[config.mk]
export PLATFORM = sky130hd
export DESIGN_NAME = hive_alu_mult_shift
export DESIGN_NICKNAME = d
export VERILOG_FILES = /design/src/rtl/hive_alu_mult_shift.sv
export SDC_FILE = /design/constraint.sdc
export NUM_CORES = 2
export LEC_CHECK = 0
export BUFFER_PORTS_ARGS = -buffer_cell sky130_fd_sc_hd__buf_2
export CORE_AREA = 2 2 273 275
export CTS_BUF_LIST = sky130_fd_sc_hd__clkbuf_16
export DETAILED_ROUTE_END_ITERATION = 8
export DIE_AREA = 0 0 275 277
export PLACE_DENSITY = 0.95
export SYNTH_ARGS = -nofsm -noshare
export SYNTH_HDL_FRONTEND = slang
export SYNTH_SLANG_ARGS = --single-unit
[constraint.sdc]
create_clock -name clk_i -period 37.6 [get_ports clk_i]
set_input_delay 3.76 -clock clk_i [delete_from_list [all_inputs] [get_ports clk_i]]
set_output_delay 3.76 -clock clk_i [all_outputs]
set_load 0.005 [all_outputs]
[src/rtl/hive_alu_mult_shift.sv]
`default_nettype none
// ============================================================================
// Module   : hive_alu_mult_shift
// Purpose  : Fully pipelined multiply / shift / power-of-two unit. One op per
//            cycle is accepted. The result appears at stage 5 and the flags at
//            stage 6. Shifts and POW reuse the single signed multiplier by
//            multiplying with 2^k.
// Ports    : clk_i      - clock, rising edge
//            rst_i      - asynchronous active-high reset
//            ms_sel_i   - op issued this cycle
//            op_i       - 00 MUL_LO, 01 MUL_HI, 10 SHIFT, 11 POW
//            ext_i      - signed MUL_HI / arithmetic right shift
//            a_i, b_i   - operands (SHIFT/POW use b_i[SA_W-1:0])
//            res_ms_5_o - stage-5 result
//            flg_ms_6_o - stage-6 flags {0, ovf, neg, zero}
//            vld_5_o    - stage-5 valid
// Revision : 1.0 - initial release
// ============================================================================
module hive_alu_mult_shift #(
  parameter int ALU_W = 32,
  parameter int FLG_W = 4,
  parameter int SA_W  = 6
) (
  input  logic             clk_i,
  input  logic             rst_i,
  input  logic             ms_sel_i,
  input  logic [1:0]       op_i,
  input  logic             ext_i,
  input  logic [ALU_W-1:0] a_i,
  input  logic [ALU_W-1:0] b_i,
  output logic [ALU_W-1:0] res_ms_5_o,
  output logic [FLG_W-1:0] flg_ms_6_o,
  output logic             vld_5_o
);

  localparam logic [1:0] OP_MUL_LO = 2'b00;
  localparam logic [1:0] OP_MUL_HI = 2'b01;
  localparam logic [1:0] OP_SHIFT  = 2'b10;
  localparam logic [1:0] OP_POW    = 2'b11;

  // Multiplier geometry: operand B is split into an unsigned low slice and a
  // signed high slice, giving two partial products summed one stage later.
  localparam int MW    = ALU_W + 1;
  localparam int SPL   = (MW + 1) / 2;
  localparam int SPH   = MW - SPL;
  localparam int PPL_W = MW + SPL + 1;
  localparam int PPH_W = MW + SPH;
  localparam int PW    = 2 * MW;

  // ---------------------------------------------------------------- registers
  logic [ALU_W-1:0]        a1_q, b1_q;
  logic [1:0]              op1_q, op2_q, op3_q, op4_q, op5_q;
  logic                    ext1_q, ext2_q, ext3_q, ext4_q, ext5_q;
  logic                    sel1_q, sel2_q, sel3_q, sel4_q, sel5_q;
  logic                    hi2_q, hi3_q, hi4_q;
  logic signed [MW-1:0]    ma2_q, mb2_q;
  logic signed [PPL_W-1:0] ppl3_q;
  logic signed [PPH_W-1:0] pph3_q;
  logic [PW-1:0]           prod4_q;
  logic [ALU_W-1:0]        res5_q;
  logic [ALU_W+1:0]        phi5_q;
  logic [FLG_W-1:0]        flg6_q;

  // ------------------------------------------------- stage 1: operand forming
  logic [MW-1:0]    ma2_d, mb2_d;
  logic             hi2_d;
  logic [ALU_W-1:0] w_pow2;
  logic [MW-1:0]    w_a_ext, w_b_ext;

  // 2^(s mod ALU_W); the low SA_W-1 bits of the shift amount are s mod ALU_W.
  assign w_pow2  = {{(ALU_W-1){1'b0}}, 1'b1} << b1_q[SA_W-2:0];
  assign w_a_ext = {ext1_q & a1_q[ALU_W-1], a1_q};
  assign w_b_ext = {ext1_q & b1_q[ALU_W-1], b1_q};

  always_comb begin
    ma2_d = w_a_ext;
    mb2_d = w_b_ext;
    hi2_d = 1'b0;
    case (op1_q)
      OP_MUL_LO: hi2_d = 1'b0;
      OP_MUL_HI: hi2_d = 1'b1;
      OP_SHIFT: begin
        // Right shifts by k become a multiply by 2^(ALU_W-k) and take the
        // high word; s=-ALU_W multiplies by 1 so the high word is the
        // extension of a_i.
        mb2_d = {1'b0, w_pow2};
        hi2_d = b1_q[SA_W-1];
      end
      OP_POW: begin
        ma2_d = {{(MW-1){1'b0}}, 1'b1};
        mb2_d = b1_q[SA_W-1] ? '0 : {1'b0, w_pow2};
        hi2_d = 1'b0;
      end
      default: hi2_d = 1'b0;
    endcase
  end

  // ----------------------------------------------- stage 2: partial products
  logic signed [PPL_W-1:0] w_ma_l, w_mb_l, ppl3_d;
  logic signed [PPH_W-1:0] w_ma_h, w_mb_h, pph3_d;

  assign w_ma_l = {{(PPL_W-MW){ma2_q[MW-1]}}, ma2_q};
  assign w_mb_l = {{(PPL_W-SPL){1'b0}}, mb2_q[SPL-1:0]};
  assign w_ma_h = {{(PPH_W-MW){ma2_q[MW-1]}}, ma2_q};
  assign w_mb_h = {{(PPH_W-SPH){mb2_q[MW-1]}}, mb2_q[MW-1:SPL]};
  assign ppl3_d = w_ma_l * w_mb_l;
  assign pph3_d = w_ma_h * w_mb_h;

  // -------------------------------------------------------- stage 3: sum
  logic [PW-1:0] prod4_d;
  assign prod4_d = {{(PW-PPL_W){ppl3_q[PPL_W-1]}}, ppl3_q}
                 + ({{(PW-PPH_W){pph3_q[PPH_W-1]}}, pph3_q} << SPL);

  // ------------------------------------------------- stage 4: word select
  logic [ALU_W-1:0] res5_d;
  assign res5_d = !sel4_q ? '0 :
                  hi4_q   ? prod4_q[2*ALU_W-1:ALU_W] : prod4_q[ALU_W-1:0];

  // ------------------------------------------------------ stage 5: flags
  // phi5_q holds every product bit above the low word, so signed overflow is
  // "not all equal to the result sign" and unsigned overflow is "nonzero".
  logic             w_ovf;
  logic [FLG_W-1:0] flg6_d;
  assign w_ovf = (op5_q == OP_MUL_LO) &&
                 (ext5_q ? (phi5_q != {(ALU_W+2){res5_q[ALU_W-1]}})
                         : (phi5_q != '0));

  always_comb begin
    flg6_d = '0;
    if (sel5_q) begin
      flg6_d[0] = (res5_q == '0);
      flg6_d[1] = res5_q[ALU_W-1];
      flg6_d[2] = w_ovf;
    end
  end

  // ------------------------------------------------------------ pipeline
  always_ff @(posedge clk_i or posedge rst_i) begin
    if (rst_i) begin
      a1_q    <= '0;  b1_q   <= '0;
      op1_q   <= '0;  op2_q  <= '0;  op3_q  <= '0;  op4_q  <= '0;  op5_q  <= '0;
      ext1_q  <= 1'b0; ext2_q <= 1'b0; ext3_q <= 1'b0; ext4_q <= 1'b0; ext5_q <= 1'b0;
      sel1_q  <= 1'b0; sel2_q <= 1'b0; sel3_q <= 1'b0; sel4_q <= 1'b0; sel5_q <= 1'b0;
      hi2_q   <= 1'b0; hi3_q  <= 1'b0; hi4_q  <= 1'b0;
      ma2_q   <= '0;  mb2_q  <= '0;
      ppl3_q  <= '0;  pph3_q <= '0;
      prod4_q <= '0;
      res5_q  <= '0;  phi5_q <= '0;
      flg6_q  <= '0;
    end else begin
      a1_q    <= a_i;      b1_q   <= b_i;
      op1_q   <= op_i;     ext1_q <= ext_i;   sel1_q <= ms_sel_i;
      ma2_q   <= ma2_d;    mb2_q  <= mb2_d;   hi2_q  <= hi2_d;
      op2_q   <= op1_q;    ext2_q <= ext1_q;  sel2_q <= sel1_q;
      ppl3_q  <= ppl3_d;   pph3_q <= pph3_d;  hi3_q  <= hi2_q;
      op3_q   <= op2_q;    ext3_q <= ext2_q;  sel3_q <= sel2_q;
      prod4_q <= prod4_d;  hi4_q  <= hi3_q;
      op4_q   <= op3_q;    ext4_q <= ext3_q;  sel4_q <= sel3_q;
      res5_q  <= res5_d;   phi5_q <= prod4_q[PW-1:ALU_W];
      op5_q   <= op4_q;    ext5_q <= ext4_q;  sel5_q <= sel4_q;
      flg6_q  <= flg6_d;
    end
  end

  assign res_ms_5_o = res5_q;
  assign vld_5_o    = sel5_q;
  assign flg_ms_6_o = flg6_q;

endmodule
`default_nettype wire

* Word-level counts from Yosys, hierarchy flattened *
Cells that the tools add are included.

operators by class
  $add $sub $neg = 1
  $mul = 2
  div/mod/pow operators = 0
  magnitude comparators = 0
  equal/unequal tests = 4
  shift operators = 1
  mux-type cells = 8
  bitwise operators = 2
  reductions and logical operators = 6

operator list
  kind                  count
  $mux 32               3
  $add 66x66->66        1
  $pmux 33 s2           1
  $mul 33x18->51        1
  $mul 33x16->49        1
  $ne 34x34->1          1
  $reduce_bool 34->1    1
  $mux 33               1
  $logic_not 32->1      1
  $shl 1x5->32 const A  1
  $eq 2x2->1 const B    2
  $logic_not 2->1       2
  $mux 3                1
  $pmux 1 s3            1
  $and 1x1->1           2
  $eq 2x1->1 const B    1
  $reduce_or 2->1       1
  $logic_and 1x1->1     1
  $mux 1                1

storage, ports and cells
  flip-flop bits (word level) = 388
  latch bits = 0
  bits in writable memories = 0
  bits in read-only memories = 0
  input bits = 70
  output and inout port bits = 37
  word-level logic and storage cells = 52
  memories = 0

* Logic depth before layout (Yosys ltp) *
  word-level depth = 4
  gate-level depth with buffers = 26
  gate-level depth less buffers = 24

* Worst setup path after synthesis *
Ideal clock, no wire load.

  path type = reg-to-reg
  start = register mb2_q[24]
  end = register pph3_q[45]
  library setup time = 80 ps
  arrival = 6065 ps
  required time = 37520 ps
  setup slack = 31455 ps
  stages on the path, launching flop included = 25
  path buffers = 1
  period minus slack after synthesis = 6145 ps
  cell sequence = dfrtp_1 clkbuf_1 nand2_1 fa_1 inv_1 fa_1 inv_1 fa_1 inv_1 fa_1 fa_1 inv_1 fa_1 inv_1 ha_1 a21oi_1 o211ai_1 a221o_1 o311ai_1 a21oi_1 o21ai_1 nor3_1 a21bo_2 a21oi_1 xnor2_1

on the way
  word-level cells in the longest chain between the ends = 1

RTL lines
  item                    line  source
  from (decl)             56    logic signed [MW-1:0] ma2_q, mb2_q;
  from (signal assigned)  153   ma2_q <= ma2_d; mb2_q <= mb2_d; hi2_q <= hi2_d;
  $mul 33x16->49          107   assign pph3_d = w_ma_h * w_mb_h;
  net pph3_d[45]          100   logic signed [PPH_W-1:0] w_ma_h, w_mb_h, pph3_d;
  to (signal assigned)    155   ppl3_q <= ppl3_d; pph3_q <= pph3_d; hi3_q <= hi2_q;
  to (decl)               58    logic signed [PPH_W-1:0] pph3_q;

The timed path passes the listed nets, and every way through them passes these cells.

* Worst setup path in the final report *
  start = register ma2_q[16]
  end = register ppl3_q[47]

on the way
  word-level cells in the longest chain between the ends = 1

RTL lines
  item                    line  source
  from (decl)             56
  from (signal assigned)  153
  $mul 33x18->51          106   assign ppl3_d = w_ma_l * w_mb_l;
  net ppl3_d[47]          99    logic signed [PPL_W-1:0] w_ma_l, w_mb_l, ppl3_d;
  to (signal assigned)    155
  to (decl)               57    logic signed [PPL_W-1:0] ppl3_q;

The timed path passes the listed nets, and every way through them passes these cells.

==> results.py <==
metrics = {
    "run_status": {
        "outcome": "complete, no violations",
    },
    "clocking": {
        "h-tree-depth": 2,
        "cts_tree": "yes",
        "root_buffer": "clkbuf_16",
        "clk_pin_slew_ns": 0.08,
        "clkLatencyLatePin_ns": 0.67,
        "clock_path_buffers": 3,
        "holdBufCountCts": 0,
        "clock-sinks": 388,
        "numCtsBuffers": 42,
        "ctsResizeCount": 0,
        "postCtsSetupBuffers": 0,
    },
    "timing": {
        "worstMarginPinSlew_ns": 1.148,
        "setup_tns_ns": 0,
        "fmaxAchievable_mhz": 135.7,
        "finClkSkew_ns": 0.06568,
        "final.min_clock_period_ns": 7.367,
        "period_share": 0.1959,
        "setup_viol": 0,
        "hold_viol_final": 0,
        "maxSlewViolCount": 0,
        "rsz0062_at_grt": "no",
        "hold_ws_ns": 0.3417,
        "relSlewSlack": 0.2338,
    },
    "route": {
        "first_pass_iters": 7,
        "vias": 38240,
        "wire_per_inst_um": 22.69,
        "vias_per_cell": 6.151,
        "drt_iter0_drc": 3891,
        "drc": 0,
        "ant_nets": 0,
        "drt_wl_total_um": 141000,
    },
    "min_path": {
        "min_from": "ppl3_q[2]",
        "min_path_type": "reg2reg",
    },
    "power": {
        "combinationalPowerShare": 0.746,
        "power.switching_w": 0.002350,
        "leakage_nw": 27.73,
        "pwr-share-clk": 0.101,
        "ir_drop_mv": 0.08429,
        "netSwitchingFraction": 0.5242,
        "p_seq_frac": 0.153,
        "p_int_w": 0.002133,
        "cellPowerDensity_mw_per_mm2": 83.21,
    },
    "synth": {
        "synth_area_leaders": "fa_1 41%, dfrtp_1 19%, inv_1 8.7%, ha_1 7.0%, nand2_1 5.5%",
        "synth_warnings": 0,
        "ys_seq_area_frac": 0.1904,
        "yosysTopAreaCell": "fa_1",
        "syn_avg_cell_area_sq_um": 9.761,
        "async_reset_ff_frac": 1.000,
        "synth-seq-cells": 388,
        "synth_edf_count": 0,
        "synth_nets": 6618,
        "syn_inst": 5225,
        "synth_cell_types": 79,
        "syn_area_sq_mm": 0.05100,
        "synth.top_cell.area_share": 0.4071,
        "yosys_most_used_dff": "dfrtp_1",
    },
    "grt": {
        "grt_pass1_wl_um": 226200,
        "track_usage": 0.3905,
        "grt_overflow_total": 0,
        "grt_max_degree": 94,
        "grt_pass1_vias": 43260,
        "antenna_found_initial": 5,
    },
    "die": {
        "rows": 100,
        "start_util": 0.6932,
        "die-width_um": 275,
        "core_area_sq_mm": 0.07357,
        "io_pins": 107,
        "die_y_um": 277,
        "dieArea_sq_mm": 0.07618,
    },
    "placement": {
        "dp.cells": 6136,
        "place_area_sq_mm": 0.05239,
        "gp_congestion": 0.9413,
        "dp_hpwl_um": 102800,
        "port_buffers": 105,
    },
    "finish": {
        "layout-drive-gt1-share": 0.04997,
        "num-fill-cells": 4510,
        "seq_area_sq_mm": 0.009711,
        "fin_util": 0.7323,
        "final_cells": 6217,
        "multi_input_comb_area_sq_mm": 0.03598,
        "fin_area_sq_mm": 0.05388,
        "layout.nets": 6604,
        "area_growth_pct": 5.640,
    },
    "critical_path": {
        "crit_arrival_ns": 7.80,
        "path_max_fanout": 20,
        "rr_worst_depth": 22,
        "rr_endpoint": "ppl3_q[47]",
        "r2r_slack_ns": 30.23,
        "worst-setup-path-type": "reg2reg",
        "setup.worst_path.start": "ma2_q[16]",
        "startpoint_type": "register",
        "r2r_start": "ma2_q[16]",
        "endpoint": "ppl3_q[47]",
        "end_kind": "register",
        "worstPathRequired_ns": 38.03,
    },
    "job": {
        "drv_cap": 0,
    },
}
[worst min path at each step]
stage	endpoint	slack, ns	cells after the start
6_report	prod4_q[2]	0.34	0
5_1_grt	prod4_q[3]	0.36	0
4_1_cts	prod4_q[2]	0.35	0
3_5_place_dp	op4_q[1]	0.33	0
3_3_place_gp	hi3_q	0.33	0
2_1_floorplan	ext3_q	0.33	0
[per-stage QoR]
stage	setup WS (ns)	power (W)
after floorplan	23.06	0.002986
after global placement	30.43	0.003745
after detailed placement	30.32	0.003887
after CTS	30.57	0.004375
after global routing	30.07	0.004835
final	30.23	0.004483
[cells by family after synthesis]
kind of cell,share of synthesized area
AO/OA/AOI/OAI,0.05474
XOR/XNOR,0.02490
adder cells (fa/ha/maj),0.4772
buffers and inverters,0.1041
flip-flops,0.1904
multiplexers,0.006477
other,0.00007353
AND/OR/NAND/NOR,0.1421
[worst max-delay path, cell delays in order (launching register included)]
cell	delay, ns
dfrtp_1	0.66
buf_4	0.39
nand2_1	0.11
fa_1	0.47
fa_1	0.49
inv_1	0.05
fa_1	0.49
inv_1	0.06
fa_1	0.56
fa_1	0.43
fa_1	0.51
inv_1	0.05
ha_1	0.38
a21oi_1	0.10
o21ai_0	0.51
o2111ai_1	0.21
nor2b_1	0.20
nand2b_1	0.18
o21ai_1	0.23
a31o_2	0.41
nand3_1	0.19
mux2i_1	0.24
nand3_1	0.23
[cell usage after synthesis, types with 4 or more instances]
library cell	n
buf_1	5
o21a_1	15
nor2b_1	80
a41oi_1	5
a31oi_1	11
nand2b_1	26
and2_1	414
a22o_1	9
a21oi_1	134
nor3_1	21
nand3_1	26
nand4_1	27
nand2_1	751
nor2_1	87
xnor2_1	95
a221o_1	4
nand3b_1	4
o21ai_1	8
dfrtp_1	388
nor4_1	21
a211oi_1	11
o21ai_0	83
xor2_1	50
nor4b_1	4
and3_1	14
a21o_1	64
o21bai_1	18
clkbuf_1	224
ha_1	286
o41ai_1	4
or3_1	4
fa_1	1037
o211ai_1	6
inv_1	1178
mux2i_1	33
and4_1	6
[layout make-up]
type,instances,area share
Multi-Input combinational cell,3425,0.6679
Clock inverter,34,0.007757
Timing Repair Buffer,176,0.01965
Inverter,1178,0.08221
Clock buffer,42,0.01951
Antenna cell,5,0.0002322
Sequential cell,388,0.1802
Tap cell,969,0.02250
[flip-flops by register name, indices dropped and copies added, names as in the netlist, 3 cells and up]
name	count
pph3_q	49
ppl3_q	51
flg_ms_6_o	3
b1_q	32
phi5_q	34
res_ms_5_o	32
ma2_q	33
a1_q	32
mb2_q	33
prod4_q	66
[cells in the final DEF, fill, tap and decap left out, types with 15 or more instances in the layout]
cell          n
buf_4        71
o21bai_1     18
nor2_1       86
nand2_1     751
clkbuf_16    42
xnor2_1      95
nand3_1      26
fa_1       1037
xor2_1       50
mux2i_1      33
o21a_1       15
buf_2       105
ha_1        286
o21ai_0      83
a21o_1       64
and2_1      414
nor2b_1      80
a21oi_1     134
dfrtp_1     387
nor4_1       21
inv_1      1183
nand2b_1     26
nand4_1      27
nor3_1       21
[power by group through the flow]
stage	logic [W]	clock network (W)	registers, W
2_1_floorplan	0.00235	0	0.000639
3_3_place_gp	0.00307	0	0.000679
3_5_place_dp	0.00320	0	0.000689
4_1_cts	0.00324	0.000453	0.000684
5_1_grt	0.00367	0.000473	0.000694
6_report	0.00334	0.000452	0.000688
[per-layer routing]
metal | part of all wire | wire [um] | vias to the layer above | global-route usage
met5 | 0.00045 | 64 | - | 0.0006418
met4 | 0.089 | 12620 | 6 | 0.2737
met3 | 0.13 | 18290 | 1025 | 0.1233
met2 | 0.46 | 65130 | 2875 | 0.6158
met1 | 0.32 | 44940 | 18900 | 0.4543
li1 | - | - | 15440 | -
Note: power is estimated with default switching activity, not from simulation.
